==> src/rtl/decode_stage_if.sv <==
// decode_stage_if: ID/EX bus between the decode stage and the execute stage.
//   master (decode)  : drives ex_valid and the ex_* payload/control, samples ex_ready
//   slave  (execute) : samples ex_valid and ex_*, drives ex_ready
interface decode_stage_if;
  logic        ex_valid;
  logic        ex_ready;
  logic [31:0] ex_pc;
  logic [31:0] ex_rs1_data;
  logic [31:0] ex_rs2_data;
  logic [31:0] ex_imm;
  logic [4:0]  ex_rd;
  logic [4:0]  ex_rs1;
  logic [4:0]  ex_rs2;
  logic [2:0]  ex_funct3;
  logic [3:0]  ex_alu_op;
  logic        ex_reg_write;
  logic        ex_mem_read;
  logic        ex_mem_write;
  logic        ex_branch;
  logic        ex_jal;
  logic        ex_jalr;
  logic        ex_alu_src_imm;
  logic        ex_alu_src_pc;
  logic        ex_illegal;

  modport master (
    output ex_valid, ex_pc, ex_rs1_data, ex_rs2_data, ex_imm, ex_rd, ex_rs1, ex_rs2,
           ex_funct3, ex_alu_op, ex_reg_write, ex_mem_read, ex_mem_write, ex_branch,
           ex_jal, ex_jalr, ex_alu_src_imm, ex_alu_src_pc, ex_illegal,
    input  ex_ready
  );

  modport slave (
    input  ex_valid, ex_pc, ex_rs1_data, ex_rs2_data, ex_imm, ex_rd, ex_rs1, ex_rs2,
           ex_funct3, ex_alu_op, ex_reg_write, ex_mem_read, ex_mem_write, ex_branch,
           ex_jal, ex_jalr, ex_alu_src_imm, ex_alu_src_pc, ex_illegal,
    output ex_ready
  );
endinterface

==> src/rtl/decode_stage.sv <==
// decode_stage: RV32I instruction decode with an ID/EX pipeline register.
// Ports:
//   clk, rst                      clock, synchronous active-high reset
//   if_valid, if_instr, if_pc     instruction from fetch
//   id_ready                      stage accepts if_* this cycle
//   rf_read_reg1/2, rf_read_data1/2  register-file read port (combinational data)
//   flush                         drop ID/EX contents and the current input
//   ex                            ID/EX bus (master side), ex_ready comes back on it
// Parameter LOAD_USE_STALL: 1 inserts a bubble on load-use, 0 leaves it to forwarding.
module decode_stage #(
  parameter bit LOAD_USE_STALL = 1'b1
) (
  input  logic                  clk,
  input  logic                  rst,
  input  logic                  if_valid,
  input  logic [31:0]           if_instr,
  input  logic [31:0]           if_pc,
  output logic                  id_ready,
  output logic [4:0]            rf_read_reg1,
  output logic [4:0]            rf_read_reg2,
  input  logic [31:0]           rf_read_data1,
  input  logic [31:0]           rf_read_data2,
  input  logic                  flush,
  decode_stage_if.master        ex
);

  localparam logic [6:0] OPC_LUI    = 7'b0110111;
  localparam logic [6:0] OPC_AUIPC  = 7'b0010111;
  localparam logic [6:0] OPC_JAL    = 7'b1101111;
  localparam logic [6:0] OPC_JALR   = 7'b1100111;
  localparam logic [6:0] OPC_BRANCH = 7'b1100011;
  localparam logic [6:0] OPC_LOAD   = 7'b0000011;
  localparam logic [6:0] OPC_STORE  = 7'b0100011;
  localparam logic [6:0] OPC_OPIMM  = 7'b0010011;
  localparam logic [6:0] OPC_OP     = 7'b0110011;

  localparam logic [3:0] ALU_ADD    = 4'd0;
  localparam logic [3:0] ALU_SUB    = 4'd1;
  localparam logic [3:0] ALU_SLL    = 4'd2;
  localparam logic [3:0] ALU_SLT    = 4'd3;
  localparam logic [3:0] ALU_SLTU   = 4'd4;
  localparam logic [3:0] ALU_XOR    = 4'd5;
  localparam logic [3:0] ALU_SRL    = 4'd6;
  localparam logic [3:0] ALU_SRA    = 4'd7;
  localparam logic [3:0] ALU_OR     = 4'd8;
  localparam logic [3:0] ALU_AND    = 4'd9;
  localparam logic [3:0] ALU_PASS_B = 4'd10;

  // alt selects SUB on funct3=000 and SRA on funct3=101
  function automatic logic [3:0] funct3_op(input logic [2:0] f3, input logic alt);
    case (f3)
      3'b000:  funct3_op = alt ? ALU_SUB : ALU_ADD;
      3'b001:  funct3_op = ALU_SLL;
      3'b010:  funct3_op = ALU_SLT;
      3'b011:  funct3_op = ALU_SLTU;
      3'b100:  funct3_op = ALU_XOR;
      3'b101:  funct3_op = alt ? ALU_SRA : ALU_SRL;
      3'b110:  funct3_op = ALU_OR;
      default: funct3_op = ALU_AND;
    endcase
  endfunction

  logic [6:0]  opcode;
  logic [2:0]  funct3;
  logic [31:0] imm_i, imm_s, imm_b, imm_u, imm_j;

  logic [31:0] d_imm;
  logic [3:0]  d_alu_op;
  logic        d_use_rs1, d_use_rs2;
  logic        d_reg_write, d_mem_read, d_mem_write, d_branch, d_jal, d_jalr;
  logic        d_alu_src_imm, d_alu_src_pc, d_illegal;
  logic [4:0]  d_rs1, d_rs2, d_rd;

  logic        advance, hazard;

  assign opcode = if_instr[6:0];
  assign funct3 = if_instr[14:12];
  assign imm_i  = {{20{if_instr[31]}}, if_instr[31:20]};
  assign imm_s  = {{20{if_instr[31]}}, if_instr[31:25], if_instr[11:7]};
  assign imm_b  = {{19{if_instr[31]}}, if_instr[31], if_instr[7], if_instr[30:25],
                   if_instr[11:8], 1'b0};
  assign imm_u  = {if_instr[31:12], 12'b0};
  assign imm_j  = {{11{if_instr[31]}}, if_instr[31], if_instr[19:12], if_instr[20],
                   if_instr[30:21], 1'b0};

  assign rf_read_reg1 = if_instr[19:15];
  assign rf_read_reg2 = if_instr[24:20];

  always_comb begin
    d_imm         = 32'd0;
    d_alu_op      = ALU_ADD;
    d_use_rs1     = 1'b0;
    d_use_rs2     = 1'b0;
    d_reg_write   = 1'b0;
    d_mem_read    = 1'b0;
    d_mem_write   = 1'b0;
    d_branch      = 1'b0;
    d_jal         = 1'b0;
    d_jalr        = 1'b0;
    d_alu_src_imm = 1'b0;
    d_alu_src_pc  = 1'b0;
    d_illegal     = 1'b0;
    case (opcode)
      OPC_LUI: begin
        d_reg_write = 1'b1; d_alu_src_imm = 1'b1; d_imm = imm_u; d_alu_op = ALU_PASS_B;
      end
      OPC_AUIPC: begin
        d_reg_write = 1'b1; d_alu_src_imm = 1'b1; d_alu_src_pc = 1'b1; d_imm = imm_u;
      end
      OPC_JAL: begin
        d_reg_write = 1'b1; d_jal = 1'b1; d_alu_src_imm = 1'b1; d_alu_src_pc = 1'b1;
        d_imm = imm_j;
      end
      OPC_JALR: begin
        d_reg_write = 1'b1; d_jalr = 1'b1; d_alu_src_imm = 1'b1; d_use_rs1 = 1'b1;
        d_imm = imm_i;
      end
      OPC_BRANCH: begin
        d_branch = 1'b1; d_use_rs1 = 1'b1; d_use_rs2 = 1'b1; d_imm = imm_b;
        d_alu_op = ALU_SUB;
      end
      OPC_LOAD: begin
        d_reg_write = 1'b1; d_mem_read = 1'b1; d_alu_src_imm = 1'b1; d_use_rs1 = 1'b1;
        d_imm = imm_i;
      end
      OPC_STORE: begin
        d_mem_write = 1'b1; d_alu_src_imm = 1'b1; d_use_rs1 = 1'b1; d_use_rs2 = 1'b1;
        d_imm = imm_s;
      end
      OPC_OPIMM: begin
        // instr[30] is part of the immediate except on shift-right, where it picks SRAI
        d_reg_write = 1'b1; d_alu_src_imm = 1'b1; d_use_rs1 = 1'b1; d_imm = imm_i;
        d_alu_op = funct3_op(funct3, (funct3 == 3'b101) && if_instr[30]);
      end
      OPC_OP: begin
        d_reg_write = 1'b1; d_use_rs1 = 1'b1; d_use_rs2 = 1'b1;
        d_alu_op = funct3_op(funct3, if_instr[30]);
      end
      default: d_illegal = 1'b1;
    endcase
  end

  assign d_rs1 = d_use_rs1 ? if_instr[19:15] : 5'd0;
  assign d_rs2 = d_use_rs2 ? if_instr[24:20] : 5'd0;
  assign d_rd  = d_reg_write ? if_instr[11:7] : 5'd0;

  assign advance = !ex.ex_valid || ex.ex_ready;
  // Unused sources are already zeroed, so ex_rd!=0 keeps them from matching.
  assign hazard  = LOAD_USE_STALL && if_valid && ex.ex_valid && ex.ex_mem_read &&
                   (ex.ex_rd != 5'd0) && ((ex.ex_rd == d_rs1) || (ex.ex_rd == d_rs2));
  assign id_ready = !rst && (flush || (advance && !hazard));

  always_ff @(posedge clk) begin
    if (rst) begin
      ex.ex_valid       <= 1'b0;
      ex.ex_pc          <= 32'd0;
      ex.ex_rs1_data    <= 32'd0;
      ex.ex_rs2_data    <= 32'd0;
      ex.ex_imm         <= 32'd0;
      ex.ex_rd          <= 5'd0;
      ex.ex_rs1         <= 5'd0;
      ex.ex_rs2         <= 5'd0;
      ex.ex_funct3      <= 3'd0;
      ex.ex_alu_op      <= 4'd0;
      ex.ex_reg_write   <= 1'b0;
      ex.ex_mem_read    <= 1'b0;
      ex.ex_mem_write   <= 1'b0;
      ex.ex_branch      <= 1'b0;
      ex.ex_jal         <= 1'b0;
      ex.ex_jalr        <= 1'b0;
      ex.ex_alu_src_imm <= 1'b0;
      ex.ex_alu_src_pc  <= 1'b0;
      ex.ex_illegal     <= 1'b0;
    end else if (flush || (advance && hazard)) begin
      // bubble: payload may keep stale values, control flags must clear
      ex.ex_valid       <= 1'b0;
      ex.ex_reg_write   <= 1'b0;
      ex.ex_mem_read    <= 1'b0;
      ex.ex_mem_write   <= 1'b0;
      ex.ex_branch      <= 1'b0;
      ex.ex_jal         <= 1'b0;
      ex.ex_jalr        <= 1'b0;
      ex.ex_alu_src_imm <= 1'b0;
      ex.ex_alu_src_pc  <= 1'b0;
      ex.ex_illegal     <= 1'b0;
    end else if (advance) begin
      ex.ex_valid       <= if_valid;
      ex.ex_pc          <= if_pc;
      ex.ex_rs1_data    <= d_use_rs1 ? rf_read_data1 : 32'd0;
      ex.ex_rs2_data    <= d_use_rs2 ? rf_read_data2 : 32'd0;
      ex.ex_imm         <= d_imm;
      ex.ex_rd          <= d_rd;
      ex.ex_rs1         <= d_rs1;
      ex.ex_rs2         <= d_rs2;
      ex.ex_funct3      <= funct3;
      ex.ex_alu_op      <= d_alu_op;
      ex.ex_reg_write   <= if_valid && d_reg_write;
      ex.ex_mem_read    <= if_valid && d_mem_read;
      ex.ex_mem_write   <= if_valid && d_mem_write;
      ex.ex_branch      <= if_valid && d_branch;
      ex.ex_jal         <= if_valid && d_jal;
      ex.ex_jalr        <= if_valid && d_jalr;
      ex.ex_alu_src_imm <= if_valid && d_alu_src_imm;
      ex.ex_alu_src_pc  <= if_valid && d_alu_src_pc;
      ex.ex_illegal     <= if_valid && d_illegal;
    end
  end

endmodule

==> src/flat_wrapper.sv <==
// flat-port wrapper written by rule: the top's interface ports become plain ports
module decode_stage_flat 
#(
  parameter bit LOAD_USE_STALL = 1'b1
)
  (clk, rst, if_valid, if_instr, if_pc, id_ready, rf_read_reg1, rf_read_reg2, rf_read_data1, rf_read_data2, flush, ex_ex_valid, ex_ex_pc, ex_ex_rs1_data, ex_ex_rs2_data, ex_ex_imm, ex_ex_rd, ex_ex_rs1, ex_ex_rs2, ex_ex_funct3, ex_ex_alu_op, ex_ex_reg_write, ex_ex_mem_read, ex_ex_mem_write, ex_ex_branch, ex_ex_jal, ex_ex_jalr, ex_ex_alu_src_imm, ex_ex_alu_src_pc, ex_ex_illegal, ex_ex_ready);
  decode_stage_if ex_i ();
  input  logic clk;
  input  logic rst;
  input  logic if_valid;
  input  logic [31:0] if_instr;
  input  logic [31:0] if_pc;
  output logic id_ready;
  output logic [4:0] rf_read_reg1;
  output logic [4:0] rf_read_reg2;
  input  logic [31:0] rf_read_data1;
  input  logic [31:0] rf_read_data2;
  input  logic flush;
  output wire logic [$bits(ex_i.ex_valid)-1:0] ex_ex_valid;
  output wire logic [$bits(ex_i.ex_pc)-1:0] ex_ex_pc;
  output wire logic [$bits(ex_i.ex_rs1_data)-1:0] ex_ex_rs1_data;
  output wire logic [$bits(ex_i.ex_rs2_data)-1:0] ex_ex_rs2_data;
  output wire logic [$bits(ex_i.ex_imm)-1:0] ex_ex_imm;
  output wire logic [$bits(ex_i.ex_rd)-1:0] ex_ex_rd;
  output wire logic [$bits(ex_i.ex_rs1)-1:0] ex_ex_rs1;
  output wire logic [$bits(ex_i.ex_rs2)-1:0] ex_ex_rs2;
  output wire logic [$bits(ex_i.ex_funct3)-1:0] ex_ex_funct3;
  output wire logic [$bits(ex_i.ex_alu_op)-1:0] ex_ex_alu_op;
  output wire logic [$bits(ex_i.ex_reg_write)-1:0] ex_ex_reg_write;
  output wire logic [$bits(ex_i.ex_mem_read)-1:0] ex_ex_mem_read;
  output wire logic [$bits(ex_i.ex_mem_write)-1:0] ex_ex_mem_write;
  output wire logic [$bits(ex_i.ex_branch)-1:0] ex_ex_branch;
  output wire logic [$bits(ex_i.ex_jal)-1:0] ex_ex_jal;
  output wire logic [$bits(ex_i.ex_jalr)-1:0] ex_ex_jalr;
  output wire logic [$bits(ex_i.ex_alu_src_imm)-1:0] ex_ex_alu_src_imm;
  output wire logic [$bits(ex_i.ex_alu_src_pc)-1:0] ex_ex_alu_src_pc;
  output wire logic [$bits(ex_i.ex_illegal)-1:0] ex_ex_illegal;
  input wire logic [$bits(ex_i.ex_ready)-1:0] ex_ex_ready;
  assign ex_ex_valid = ex_i.ex_valid;
  assign ex_ex_pc = ex_i.ex_pc;
  assign ex_ex_rs1_data = ex_i.ex_rs1_data;
  assign ex_ex_rs2_data = ex_i.ex_rs2_data;
  assign ex_ex_imm = ex_i.ex_imm;
  assign ex_ex_rd = ex_i.ex_rd;
  assign ex_ex_rs1 = ex_i.ex_rs1;
  assign ex_ex_rs2 = ex_i.ex_rs2;
  assign ex_ex_funct3 = ex_i.ex_funct3;
  assign ex_ex_alu_op = ex_i.ex_alu_op;
  assign ex_ex_reg_write = ex_i.ex_reg_write;
  assign ex_ex_mem_read = ex_i.ex_mem_read;
  assign ex_ex_mem_write = ex_i.ex_mem_write;
  assign ex_ex_branch = ex_i.ex_branch;
  assign ex_ex_jal = ex_i.ex_jal;
  assign ex_ex_jalr = ex_i.ex_jalr;
  assign ex_ex_alu_src_imm = ex_i.ex_alu_src_imm;
  assign ex_ex_alu_src_pc = ex_i.ex_alu_src_pc;
  assign ex_ex_illegal = ex_i.ex_illegal;
  assign ex_i.ex_ready = ex_ex_ready;
  decode_stage #(.LOAD_USE_STALL(LOAD_USE_STALL)) u_core (.clk(clk), .rst(rst), .if_valid(if_valid), .if_instr(if_instr), .if_pc(if_pc), .id_ready(id_ready), .rf_read_reg1(rf_read_reg1), .rf_read_reg2(rf_read_reg2), .rf_read_data1(rf_read_data1), .rf_read_data2(rf_read_data2), .flush(flush), .ex(ex_i));
endmodule
==> config.mk <==
export PLATFORM = sky130hd
export DESIGN_NAME = decode_stage_flat
export DESIGN_NICKNAME = d
export VERILOG_FILES = /design/src/rtl/decode_stage_if.sv /design/src/rtl/decode_stage.sv /design/src/flat_wrapper.sv
export SDC_FILE = /design/constraint.sdc
export NUM_CORES = 1
export LEC_CHECK = 0
export ABC_AREA = 1
export ABC_CLOCK_PERIOD_IN_PS = 2090
export BUFFER_PORTS_ARGS = -buffer_cell sky130_fd_sc_hd__buf_2
export CAP_MARGIN = 20
export CORE_UTILIZATION = 45
export DETAILED_ROUTE_END_ITERATION = 10
export HOLD_SLACK_MARGIN = 0.15
export PLACE_DENSITY = 0.88
export RECOVER_POWER = 50
export SETUP_SLACK_MARGIN = 0.3
export SYNTH_ARGS = -nofsm -noshare
export SYNTH_HDL_FRONTEND = slang
export SYNTH_SLANG_ARGS = --single-unit
==> constraint.sdc <==
create_clock -name clk -period 2.09 [get_ports clk]
set_clock_uncertainty 0.1 [all_clocks]
set_input_delay 0.209 -clock clk [delete_from_list [all_inputs] [get_ports clk]]
set_output_delay 0.209 -clock clk [all_outputs]
set_load 0.05 [all_outputs]
==> Yosys cells after proc, flatten, opt, wreduce, memory -nomap -nowiden <==
Cells that the tools add are included.
{ "totals": {"word_cells": 97, "regBits": 160, "inputBits": 133, "output_inout_bits": 171} }
{ "op_classes": {"n_reduce_logical": 36, "bitwise": 1, "n_eq_ne": 17, "muxes": 24} }
{ "op_table": {"columns": ["operator", "n"], "rows": [
  ["one-hot mux 32 bit (5 select lines)", 1],
  ["two-way mux 32 bit", 2],
  ["one-hot mux 4 bit (7 select lines)", 2],
  ["== test 7 x 6 -> 1 bit, second input constant", 3],
  ["== test 7 bit, second input constant", 3],
  ["logical AND 1 bit", 17],
  ["one-hot mux 4 bit (4 select lines)", 1],
  ["two-way mux 1 bit", 15],
  ["two-way mux 5 bit", 3],
  ["== test 7 x 5 -> 1 bit, second input constant", 2],
  ["OR reduction 7 bit", 2],
  ["== test 5 bit", 2],
  ["== test 3 bit, second input constant", 3],
  ["OR reduction 9 bit", 1],
  ["== test 7 x 2 -> 1 bit, second input constant", 1],
  ["== test 3 x 2 -> 1 bit, second input constant", 2],
  ["OR reduction 2 bit", 3],
  ["OR reduction 3 bit", 2],
  ["OR reduction 6 bit", 1],
  ["nonzero test 5 bit", 1],
  ["logical OR 1 bit", 4],
  ["== test 3 x 1 -> 1 bit, second input constant", 1],
  ["logical NOT 1 bit", 3],
  ["logical NOT 3 bit", 1],
  ["other kinds (2)", 2]
]} }

==> Depth between registers and ports, before layout <==
{ "depth": {"depth_word": 11, "mapped_depth": 19, "ltp_nobuf": 17} }

==> Worst setup path before layout <==
No wires, ideal clock.
{ "synth_timing": {"kind": "input -> output", "from": "input port if_instr[1]", "to": "output port id_ready", "setup_slack_ns": -0.685, "arrival_time_ns": 2.466, "path_buffers": 2, "t_required_ns": 1.781, "stages": 13, "path_cell_list": "nand2_1 > nor2_4 > nand2_1 > nand3_2 > nand2_1 > xor2_1 > nand3_1 > nand2_1 > nand2_1 > buf_2 > buf_2 > nand2_1 > a21oi_1"} }
{ "synth_between": {"elab_chain_cells": 11, "word_cells_on_any_way": 20, "classes_between": "eq/ne (8); mux (4); reduce/logical (8)"} }
{ "synth_lines": {"columns": ["element", "line", "rtl"], "rows": [
  ["from (decl)", "flat_wrapper.sv:11", "input logic [31:0] if_instr;"],
  ["== test 7 bit (tied with other cells)", "decode_stage.sv:103", "case (opcode)"],
  ["OR reduction 6 bit (no source line) / OR reduction 3 bit (equally long branches)", null, null],
  ["two-way mux 1 bit", "decode_stage.sv:103", null],
  ["two-way mux 5 bit, on equally long branches", "decode_stage.sv:143, decode_stage.sv:144", null],
  ["== test 5 bit", "decode_stage.sv:150", "(ex.ex_rd != 5'd0) && ((ex.ex_rd == d_rs1) || (ex.ex_rd == d_rs2));"],
  ["logical OR 1 bit (*)", "decode_stage.sv:150", null],
  ["logical AND 1 bit (*)", "decode_stage.sv:150", null],
  ["logical NOT 1 bit (*)", "decode_stage.sv:151", "assign id_ready = !rst && (flush || (advance && !hazard));"],
  ["logical AND 1 bit (*)", "decode_stage.sv:151", null],
  ["logical OR 1 bit (*)", "decode_stage.sv:151", null],
  ["logical AND 1 bit (*)", "decode_stage.sv:151", null],
  ["to (decl)", "flat_wrapper.sv:13", "output logic id_ready;"]
]} }
Mark *: on every way between the ends. The rest lies on a longest branch, timed or not.

==> Final worst setup path <==
{ "layout_timing": {"from": "register u_core.ex.ex_rd[3]", "to": "register u_core.ex.ex_rs2_data[9]"} }
{ "layout_between": {"elab_chain_cells": 7, "word_cells_on_any_way": 10, "classes_between": "eq/ne (2); bitwise (1); reduce/logical (7)"} }
{ "layout_lines": {"columns": ["element", "line", "rtl"], "rows": [
  ["from (decl)", "decode_stage_if.sv:27", "output ex_valid, ex_pc, ex_rs1_data, ex_rs2_data, ex_imm, ex_rd, ex_rs1, ex_rs2,"],
  ["from (signal assigned)", "decode_stage.sv:192", "ex.ex_rd <= d_rd;"],
  ["== test 5 bit / nonzero test 5 bit (equally long branches)", "decode_stage.sv:150", null],
  ["logical OR 1 bit / logical AND 1 bit (equally long branches)", "decode_stage.sv:150, decode_stage.sv:149", null],
  ["logical AND 1 bit (*)", "decode_stage.sv:150", null],
  ["logical AND 1 bit (*)", "decode_stage.sv:174", "end else if (flush || (advance && hazard)) begin"],
  ["logical OR 1 bit (*)", "decode_stage.sv:174", null],
  ["NOT 1 bit (no source line) (*)", null, null],
  ["AND reduction 2 bit (no source line) (*)", null, null],
  ["to (signal assigned)", "decode_stage.sv:190", "ex.ex_rs2_data <= d_use_rs2 ? rf_read_data2 : 32'd0;"],
  ["to (decl)", "decode_stage_if.sv:27", null]
]} }
Marks and branches as above.
A chain may end at the register's enable or synchronous reset.

==> qor_table.md <==
| Group | Item | Value |
|---|---|---|
| grt | Sum of overflow across all layers after global routing | 0 |
| clocking | CTS root buf | sky130_fd_sc_hd__clkbuf_16 |
| grt | GR met3 Demand/Resource | 0.0991 |
| detailed routing | First-iteration detailed-routing DRC count | 1161 |
| setup path | Kind of cell with the highest combined delay on the critical path | buffers and inverters |
| clocking | Clock input transition at the sequential cells of the worst setup and hold paths | 0.07 ns |
| finish | Total number of nets in the final design | 1922 |
| timing | Shortest period the worst path allows | 2.52 ns |
| grt | Number of global-route vias before repair | 10.2k |
| clocking | CTS H-tree depth | 4 |
| timing | Final setup slack of the worst path | -0.427 ns |
| setup path | Max stage delay cell, worst path | sky130_fd_sc_hd__dfxtp_4 |
| grt | Global routing met2 resource utilization | 0.613 |
| finish | Multi-input gate area in the final layout | 0.00410 sq mm |
| timing | Number of setup violations in the final report | 161 |
| worst hold path | Capture endpoint of the worst hold path | u_core.ex.ex_imm[21] |
| floorplanning | Die span in y | 136 um |
| synthesis | Ys flop type | sky130_fd_sc_hd__dfxtp_1 |
| setup path | Required time worst endpoint | 2.32 ns |
| detailed routing | Vias | 11.0k |
| detailed routing | Total wirelength of the detailed-routed design | 36700 um |
| synthesis | Leading cell type by number of instances after synthesis | sky130_fd_sc_hd__nand2_1 |
| outcome | Outcome | finished, violations left |
| grt | Wire length of the first global-routing pass | 49900 um |
| timing | Worst-margin pin slew | 0.691 ns |
| placement | Detail Placement HPWL | 18000 um |
| grt | Initial antenna violation count | 0 |
| worst hold path | Path type of the worst min-delay path | primary input to flip-flop |
| clocking | Clock network latency to the later pin of the worst-skew pair | 0.43 ns |
| placement | Count of input and output buffers | 303 |
| clocking | Sink Count | 160 |
| worst hold path | Launch instance of the worst min-delay path | if_instr[21] |
| detailed routing | Detailed-route vias per instance | 5.43 |
| detailed routing | Remaining antenna violation count after routing | 0 |
| detailed routing | DRC violation count after routing | 0 |
| floorplanning | Number of standard-cell rows in the floorplan | 48 |
| timing | Final period util | 1.20 |
| run | Max-cap violations | 0 |
| setup path | Stages on the worst setup path | 14 |
| synthesis | EDFF count, synth | 0 |
| synthesis | Most instantiated cells after synthesis | sky130_fd_sc_hd__nand2_1, sky130_fd_sc_hd__nor2_1, sky130_fd_sc_hd__inv_1 |
| setup path | Kind of critical path | flip-flop to flip-flop |
| floorplanning | Core Box Area | 0.0174 sq mm |
| setup path | Cells along the critical path | inv_2 > nand4_1 > o2111ai_1 > inv_1 > nand2_2 > buf_6 > buf_6 > nand3_4 > buf_12 > buf_16 > buf_8 > nand2_2 > nand2_2 > nor2_2 |
| floorplanning | Floorplan die width | 136 um |
| synthesis | Gate count of the mapped netlist | 1307 |
| placement | Final RePlAce weighted congestion | 0.965 |
| setup path | WP buf/inv | 7 |
| setup path | Worst R2R Setup Slack | -0.43 ns |
| setup path | Startpoint of the lowest-slack register-to-register path | u_core.ex.ex_rd[3] |
| finish | Area Growth Syn to Fin | 66.2% |
| timing | Sum Neg Setup Slack | -25.88 ns |
| setup path | Critical path's most frequent cell | sky130_fd_sc_hd__nand2_2 |
| floorplanning | Top Ports | 304 |
| finish | Register Area | 0.00322 sq mm |
| timing | Final hold violations | 0 |
| synthesis | Seq/Total Area, Yosys | 0.399 |
| synthesis | Fraction of synthesis flops using an asynchronous set or reset pin | 0 |
| finish | Number of diodes added for antenna fixing | 0 |
| setup path | Largest stage delay on the critical path | 0.36 ns |
| setup path | Worst R2R Path Depth | 14 |
| clocking | TritonCTS clock tree | yes |
| worst hold path | Hold path depth | 5 |
| pwr | PD cells | 686 mW/mm^2 |
| synthesis | Synth Register Bits | 160 |
| synthesis | Synth Cell Area | 0.00802 sq mm |
| detailed routing | Drt first pass iters | 7 |
| synthesis | Post-synth top area share | 0.399 |
| setup path | Kind of launch point of the worst setup path | flip-flop |
| synthesis | Top area cells in the synthesized netlist | sky130_fd_sc_hd__dfxtp_1, sky130_fd_sc_hd__nand2_1, sky130_fd_sc_hd__nor2_1, sky130_fd_sc_hd__inv_1, sky130_fd_sc_hd__nand4_1 |
| setup path | Biggest fanout along the worst timing path | 7 |
| setup path | Arr. time, crit path | 2.74 ns |
| finish | Fraction of layout instances using a drive strength above 1 | 0.314 |
| timing | Maximum clock frequency | 0.397 GHz |
| detailed routing | Average wire per standard cell | 18.1 um |
| timing | Final count of pins violating max slew | 0 |
| finish | Final std cells w/o fill | 2027 |
| grt | GRT met1 Usage | 0.359 |
| grt | Global routing usage summed across all routing layers | 0.351 |
| synthesis | Syn nets | 1440 |
| setup path | Reg-to-Reg End | u_core.ex.ex_rs2_data[9] |
| synthesis | Count of warnings emitted by yosys | 0 |
| pwr | Static Leak | 6.92 nW |
| floorplanning | Starting Density | 0.462 |
| grt | Global routing's busiest layer | met2 |
| outcome | Failing checks | negative setup slack |
| pwr | Worst voltage drop across the vdd grid | 0.593 mV |
| timing | Max transition margin | 0.541 |
| floorplanning | Die area | 0.0184 sq mm |
| clocking | Max clock buf depth | 2 |
| clocking | TritonCTS buffer count | 17 |
| placement | Post-placement cell count | 1825 |
| timing | Unrepaired setup endpoints after global routing | true |
| synthesis | Library cell with the largest summed area after synthesis | sky130_fd_sc_hd__dfxtp_1 |
| setup path | Launching element of the worst setup path | u_core.ex.ex_rd[3] |
| synthesis | Average instance area after synthesis | 6.14 sq um |
| setup path | Type of destination of the critical path | flip-flop |
| finish | # fillers | 1059 |
| grt | Largest net degree at the start of global routing | 58 |
| synthesis | Number of distinct library cell variants in the gate-level netlist after synthesis | 30 |
==> final cells by class <==
type / count / share of cell area
multi-input combinational: 827 / 0.307
tap: 225 / 0.0211
timing repair buffer: 546 / 0.318
clock buffer: 21 / 0.0345
inverter: 237 / 0.0681
clock inverter: 11 / 0.00985
sequential: 160 / 0.241
==> cell families after synthesis <==
group / after synthesis / share of synthesized area
DFF: 160 / 0.399
xor gates and xnor gates: 3 / 0.00328
buffers and inverters: 321 / 0.167
AOI/OAI and AO/OA: 47 / 0.0368
and+or+nand+nor: 776 / 0.394
==> through the flow <==
step | setup slack (ns) | utilization | instance area (sq um) | power, mW | hold WS (ns)
final | -0.427 | 0.768 | 13300 | 9.14 | 0.163
after global routing | -0.558 | 0.768 | 13300 | 9.43 | 0.173
after CTS | -0.0568 | 0.735 | 12800 | 8.81 | 0.151
after detailed placement | -0.365 | 0.585 | 10200 | 5.30 | 0.337
after global placement | -0.243 | 0.585 | 10200 | 5.26 | 0.329
after floorplan | -0.0124 | - | 8170 | 4.75 | 0.244
==> worst register-to-register path, cell delays in order (launching register included) <==
cell,delay [ns]
sky130_fd_sc_hd__dfxtp_4,0.36
sky130_fd_sc_hd__inv_2,0.08
sky130_fd_sc_hd__nand4_1,0.17
sky130_fd_sc_hd__o2111ai_1,0.24
sky130_fd_sc_hd__inv_1,0.12
sky130_fd_sc_hd__nand2_2,0.11
sky130_fd_sc_hd__buf_6,0.10
sky130_fd_sc_hd__buf_6,0.09
sky130_fd_sc_hd__nand3_4,0.14
sky130_fd_sc_hd__buf_12,0.18
sky130_fd_sc_hd__buf_16,0.15
sky130_fd_sc_hd__buf_8,0.14
sky130_fd_sc_hd__nand2_2,0.07
sky130_fd_sc_hd__nand2_2,0.11
sky130_fd_sc_hd__nor2_2,0.27
==> metal layers <==
metal	share of wire	wire length (um)
met5	0	0
met4	0.076	2800
met3	0.12	4220
met2	0.48	17500
met1	0.33	12200
==> cells in the final DEF (no fill, tap or decap), drive strengths merged <==
cell	synthesis	layout
nand2	396	396
buf	53	329
nor2	284	284
inv	237	238
dfxtp	160	160
dlygate4sd3	0	124
clkbuf	31	114
nand4	76	76
a21oi	24	24
nand3	16	17
a22oi	8	8
o21ai	6	6
clkinv	0	5
a211oi	4	4
nor3	3	3
clkinvlp	0	3
xor2	3	3
bufinv	0	2
o22ai	1	1
o2111ai	1	1
a31oi	1	1
nor4	1	1
a221o	1	1
a22o	1	1
==> what timing repair did <==
action	4_1_cts	5_1_grt
setup buffers	19	9
pin swaps	46	32
setup endpoints to repair	161	161
gates cloned	9	9
hold buffers	124	0
endpoints found under the hold margin	144	0
resized for setup	121	133
==> registers in the layout, summed over array words and instances, names as in the netlist <==
register and cells:
u_core.ex.ex_imm 32, u_core.ex.ex_pc 32, u_core.ex.ex_rs1_data 32, u_core.ex.ex_rs2_data 32
u_core.ex.ex_rd 5, u_core.ex.ex_rs1 5, u_core.ex.ex_rs2 5, u_core.ex.ex_alu_op 4
u_core.ex.ex_funct3 3, u_core.ex.ex_alu_src_imm 1, u_core.ex.ex_alu_src_pc 1, u_core.ex.ex_branch 1
u_core.ex.ex_illegal 1, u_core.ex.ex_jal 1, u_core.ex.ex_jalr 1, u_core.ex.ex_mem_read 1
u_core.ex.ex_mem_write 1, u_core.ex.ex_reg_write 1, u_core.ex.ex_valid 1
==> worst max path at each step <==
| stage | end |
|---|---|
| after global routing | u_core.ex.ex_rs1_data[17] |
| after detailed placement | u_core.ex.ex_rs2_data[2] |
| after global placement | u_core.ex.ex_rd[4] |
| after CTS | id_ready |
| after floorplan | id_ready |
| final | u_core.ex.ex_rs2_data[9] |
==> report_power, final <==
group	switching [mW]	internal (mW)
sequential	0.113	3.24
combinational	1.69	0.900
clock	1.37	1.84
total	3.17	5.97
(Power assumes the default switching activity.)
